==> config.mk <==
export PLATFORM = sky130hd
export DESIGN_NAME = fifo_sync
export DESIGN_NICKNAME = d
export VERILOG_FILES = /design/src/rtl/fifo_pkg.sv /design/src/rtl/fifo_sync_storage.sv /design/src/rtl/fifo_sync.sv
export SDC_FILE = /design/constraint.sdc
export NUM_CORES = 1
export LEC_CHECK = 0
export CORE_MARGIN = 2
export CORE_UTILIZATION = 50
export DETAILED_ROUTE_END_ITERATION = 10
export HOLD_SLACK_MARGIN = 0.06
export PLACE_DENSITY = 0.81
export SYNTH_ARGS = -nofsm -noshare
export SYNTH_HDL_FRONTEND = slang
export SYNTH_HIERARCHICAL = 1
export SYNTH_SLANG_ARGS = --single-unit
==> constraint.sdc <==
create_clock -name clk -period 3.09 [get_ports clk]
set_input_delay 0.7725 -clock clk [delete_from_list [all_inputs] [get_ports clk]]
set_output_delay 0.7725 -clock clk [all_outputs]
set_load 0.02 [all_outputs]
==> src/rtl/fifo_pkg.sv <==
// Shared FIFO types and helpers for the fifo_* family.
// No logic. Holds the pointer-width helper and the status flag bundle.
package fifo_pkg;

    function automatic int ptr_width(input int depth);
        return $clog2(depth);
    endfunction

    typedef struct packed {
        logic full;
        logic almost_full;
        logic empty;
        logic almost_empty;
        logic overflow;
        logic underflow;
    } fifo_status_t;

endpackage

==> src/rtl/fifo_sync_storage.sv <==
// Word-addressed register array: synchronous write port, asynchronous read port.
// Written data is visible on the read port from the write edge onward; never stalls.
module fifo_sync_storage #(
    parameter int DATA_WIDTH = 8,
    parameter int DEPTH      = 8,
    parameter int ADDR_WIDTH = 3
) (
    input  logic                  clk,
    input  logic                  reset,
    input  logic                  write_enable,
    input  logic [ADDR_WIDTH-1:0] address,
    input  logic [DATA_WIDTH-1:0] write_data,
    input  logic [ADDR_WIDTH-1:0] read_address,
    output logic [DATA_WIDTH-1:0] read_data
);

    logic [DATA_WIDTH-1:0] mem [DEPTH];

    always_ff @(posedge clk or negedge reset) begin
        if (!reset) begin
            for (int i = 0; i < DEPTH; i++) begin
                mem[i] <= '0;
            end
        end else if (write_enable) begin
            mem[address] <= write_data;
        end
    end

    assign read_data = mem[read_address];

endmodule

==> src/rtl/fifo_sync.sv <==
// Single-clock FWFT FIFO with thresholds, flush and sticky errors; 1-cycle write-to-read.
// Backpressure: push refused while full (sets overflow), pop refused while empty (sets underflow).
module fifo_sync
    import fifo_pkg::*;
#(
    parameter int DATA_WIDTH         = 8,
    parameter int DEPTH              = 8,
    parameter int ALMOST_FULL_LEVEL  = DEPTH - 1,
    parameter int ALMOST_EMPTY_LEVEL = 1
) (
    input  logic                    clk,
    input  logic                    reset,
    input  logic                    clear,
    input  logic                    write_enable,
    input  logic [DATA_WIDTH-1:0]   write_data,
    input  logic                    read_enable,
    output logic [DATA_WIDTH-1:0]   read_data,
    output logic                    full,
    output logic                    almost_full,
    output logic                    empty,
    output logic                    almost_empty,
    output logic [$clog2(DEPTH):0]  count,
    output logic                    overflow,
    output logic                    underflow
);

    localparam int PW = ptr_width(DEPTH);
    localparam int CW = PW + 1;

    if (DATA_WIDTH < 1) begin : g_bad_width
        $error("fifo_sync: DATA_WIDTH must be at least 1");
    end
    if (DEPTH < 2 || (DEPTH & (DEPTH - 1)) != 0) begin : g_bad_depth
        $error("fifo_sync: DEPTH must be a power of two and at least 2");
    end
    if (ALMOST_FULL_LEVEL < 1 || ALMOST_FULL_LEVEL > DEPTH) begin : g_bad_af
        $error("fifo_sync: ALMOST_FULL_LEVEL out of range 1..DEPTH");
    end
    if (ALMOST_EMPTY_LEVEL < 0 || ALMOST_EMPTY_LEVEL > DEPTH - 1) begin : g_bad_ae
        $error("fifo_sync: ALMOST_EMPTY_LEVEL out of range 0..DEPTH-1");
    end

    logic [PW-1:0]         wp;
    logic [PW-1:0]         rp;
    logic [CW-1:0]         count_q;
    logic                  overflow_q;
    logic                  underflow_q;
    logic                  push;
    logic                  pop;
    logic [DATA_WIDTH-1:0] head_word;
    fifo_status_t          status;

    // Flags decode from registered count only, so no input reaches an output.
    always_comb begin
        status              = '0;
        status.full         = (count_q == CW'(DEPTH));
        status.almost_full  = (count_q >= CW'(ALMOST_FULL_LEVEL));
        status.empty        = (count_q == '0);
        status.almost_empty = (count_q <= CW'(ALMOST_EMPTY_LEVEL));
        status.overflow     = overflow_q;
        status.underflow    = underflow_q;
    end

    assign push = write_enable && !status.full;
    assign pop  = read_enable && !status.empty;

    always_ff @(posedge clk or negedge reset) begin
        if (!reset) begin
            wp          <= '0;
            rp          <= '0;
            count_q     <= '0;
            overflow_q  <= 1'b0;
            underflow_q <= 1'b0;
        end else if (clear) begin
            wp          <= '0;
            rp          <= '0;
            count_q     <= '0;
            overflow_q  <= 1'b0;
            underflow_q <= 1'b0;
        end else begin
            if (push) begin
                wp <= wp + PW'(1);
            end
            if (pop) begin
                rp <= rp + PW'(1);
            end
            unique case ({push, pop})
                2'b10:   count_q <= count_q + CW'(1);
                2'b01:   count_q <= count_q - CW'(1);
                default: count_q <= count_q;
            endcase
            if (write_enable && status.full) begin
                overflow_q <= 1'b1;
            end
            if (read_enable && status.empty) begin
                underflow_q <= 1'b1;
            end
        end
    end

    // A flush discards any word offered in the same cycle.
    fifo_sync_storage #(
        .DATA_WIDTH (DATA_WIDTH),
        .DEPTH      (DEPTH),
        .ADDR_WIDTH (PW)
    ) u_storage (
        .clk          (clk),
        .reset        (reset),
        .write_enable (push && !clear),
        .address      (wp),
        .write_data   (write_data),
        .read_address (rp),
        .read_data    (head_word)
    );

    assign read_data    = status.empty ? '0 : head_word;
    assign full         = status.full;
    assign almost_full  = status.almost_full;
    assign empty        = status.empty;
    assign almost_empty = status.almost_empty;
    assign overflow     = status.overflow;
    assign underflow    = status.underflow;
    assign count        = count_q;

endmodule

==> out/results.txt <==
Post-synth ARST share -> 1.00
Seq/Total Area, Yosys -> 0.490
initial antenna violation count -> 0
Final setup violation count -> 0
io pins -> 31
total iterations of the first detailed-routing run -> 4
Compound-Gate Fraction of Synth Area -> 0.0364
combinational family with the most area after synthesis -> multiplexers
Non-Filler Instances -> 422
row cnt -> 32
Worst-Skew Late Latency -> 0.35 ns
Setup Buffers After CTS -> 0
Mapped Nets -> 294
share of layout cells above drive strength 1 -> 0.372
Reg2Reg Depth -> 9
port bufs -> 30
starting density of the core -> 0.510
Slew Limit Fails -> 0
RSZ-0062 raised after global routing -> false
Synth Area in Adders -> 0.0161
commonest cells after routing, fill and taps aside -> 76 x dfrtp_1, 72 x mux2_2, 20 x clkdlybuf4s50_1
Placed Area -> 4330 um2
data arrival time of the critical path -> 2.24 ns
dpl hpwl -> 4950 um
Inst Count DP -> 406
count of cell types in the netlist -> 47
# diodes -> 0
mux cell area share after synthesis -> 0.319
P_leak -> 2.08 nW
Vias/cell -> 5.68
Reg clk slew, reported paths -> 0.08 ns
Max VDD drop -> 0.423 mV
cts repair resizes -> 9
Setup Skew -> 0.0112 ns
xor and xnor area share after synthesis -> 0.00903
simple-gate share of the synthesized area -> 0.0922
CTS Buffer Depth -> 2
TritonCTS Sinks -> 76
Cell Area, Synth -> 3880 um2
setup_tns -> 0 ns
final hold violations -> 0
pwr dens -> 752 nW/um2
H-tree depth -> 3
Vias -> 2395
Max Cap Viol -> 0
CTS root buf -> clkbuf_8
CTS tree -> built
largest cells by area after synthesis -> dfrtp_1 49%, mux2_2 21%, mux4_1 10%
CP startpoint kind -> flip-flop
smallest hold slack -> 0.442 ns
period utilization -> 0.973
Area Overhead vs Synth -> 16.1%
fmax -> 0.333 GHz
CP Max Fanout -> 8
Hold WC Path Type -> input pin to asynchronous set/reset pin
final setup margin -> 0.0825 ns
Main synth FF type -> dfrtp_1
Core ar. -> 7610 um2
total gr overflow -> 0
Synth top area share -> 0.490
#FFs+latches synth -> 76
Inserted Clock Buffers -> 9
number of global-route vias before repair -> 2432
worst slew pin tran -> 0.508 ns
GPL Wtd Cong -> 0.778
wire length per cell -> 18.0 um
most common cell after layout, fill and taps aside -> dfrtp_1
Yosys Warn Count -> 6
fin crit period -> 3.01 ns
max_slew headroom -> 0.659
Total Wirelength -> 7590 um
Die ar. -> 8480 um2
Hold Buf Count CTS -> 0
nets -> 333
initial drt markers -> 193
DIE HEIGHT -> 92.1 um
Post-synth EDFFs -> 0
syn avg cell area -> 14.1 um2
Crit Path Class -> flip-flop to primary output
CP required -> 2.32 ns
first-pass GRT wire length -> 12700 um
Design Area, Final -> 4500 um2
pin count of the biggest net entering global routing -> 77
pre-CTS setup slack -> 0.229 ns
DRC -> 0
crit end category -> primary output
Final ANT Viol Nets -> 0
die width -> 92.1 um
post-synth top area cell -> dfrtp_1
all-layer global routing usage -> 0.196
status -> finished, final reports clean
Syn Inst Count -> 276
## cell families (layout without fill, tap and decap cells)
logic type / Yosys count / in the layout
simple gates: 56 / 56
flops: 76 / 76
fa+ha+maj: 5 / 5
buf+inv: 23 / 67
xor+xnor: 4 / 4
mux: 89 / 89
compound gates: 23 / 23
## Yosys cell counts (2+ instances only)
| library cell | instances |
|---|---|
| nor2b_1 | 2 |
| o21ai_0 | 5 |
| mux4_1 | 15 |
| a21oi_1 | 6 |
| mux2_2 | 72 |
| a21o_1 | 2 |
| ha_1 | 5 |
| o21ai_1 | 2 |
| dfrtp_1 | 76 |
| buf_4 | 2 |
| xor2_1 | 4 |
| inv_1 | 3 |
| nand2_1 | 11 |
| nor2_1 | 11 |
| nand4b_1 | 4 |
| and2_1 | 8 |
| clkbuf_1 | 3 |
| buf_2 | 9 |
| nand3_1 | 4 |
| nor4bb_1 | 3 |
| buf_6 | 3 |
## report_power, final
group          switching (mW)  total [mW]  internal, mW  leakage (nW)
combinational           0.616        1.35         0.738         0.993
clock                   0.372       0.682         0.310        0.0803
sequential              0.143        1.35          1.21          1.01
## path summary, 6_finish.rpt
kind                                                from                             to  slack (ns)
min in group clk           u_storage/mem[16]$_DFFE_PN0P_  u_storage/mem[16]$_DFFE_PN0P_        0.50
max reg2reg                         count[1]$_DFFE_PN0P_  u_storage/mem[26]$_DFFE_PN0P_        0.40
min                                                reset  u_storage/mem[56]$_DFFE_PN0P_        0.44
max                                    rp[0]$_DFFE_PN0P_                   read_data[5]        0.08
max in group asynchronous                          reset  u_storage/mem[33]$_DFFE_PN0P_        2.33
min reg2reg                u_storage/mem[16]$_DFFE_PN0P_  u_storage/mem[16]$_DFFE_PN0P_        0.50
## layer usage
metal | share of wire | up-vias | wire length [um] | GRT usage
met3 | 0.031 | 15 | 233 | 0.0411
met4 | 0.019 | 0 | 144 | 0.0721
met1 | 0.47 | 1223 | 3570 | 0.282
li1 | - | 1106 | - | -
met5 | 0 | - | 0 | 0
met2 | 0.48 | 51 | 3640 | 0.296
## layout make-up
cell class,count,area (um2)
timing repair buffer,47,428
tap,102,128
multi-input combinational,177,1850
inverter,4,16.3
sequential,76,1900
fill,594,3100
clock inverter,6,40.0
clock buffer,10,138
## worst max-delay path, stage by stage (launching register included)
cell           delay [ns]
dfrtp_1              0.38
buf_4                0.21
mux4_1               0.57
mux2_2               0.27
and2_1               0.15
dlygate4sd2_1        0.32
## registers in the layout (all words and copies together) (netlist names)
signal         cells
count              4
overflow           1
rp                 3
u_storage/mem     64
underflow          1
wp                 3
## metrics by stage
step | power (mW) | util
after floorplan | 2.35 | -
after global placement | 2.74 | 0.570
after detailed placement | 2.80 | 0.570
after CTS | 3.42 | 0.592
after global routing | 3.60 | 0.592
final | 3.39 | 0.592
Note: power is estimated with default switching activity, not from simulation.
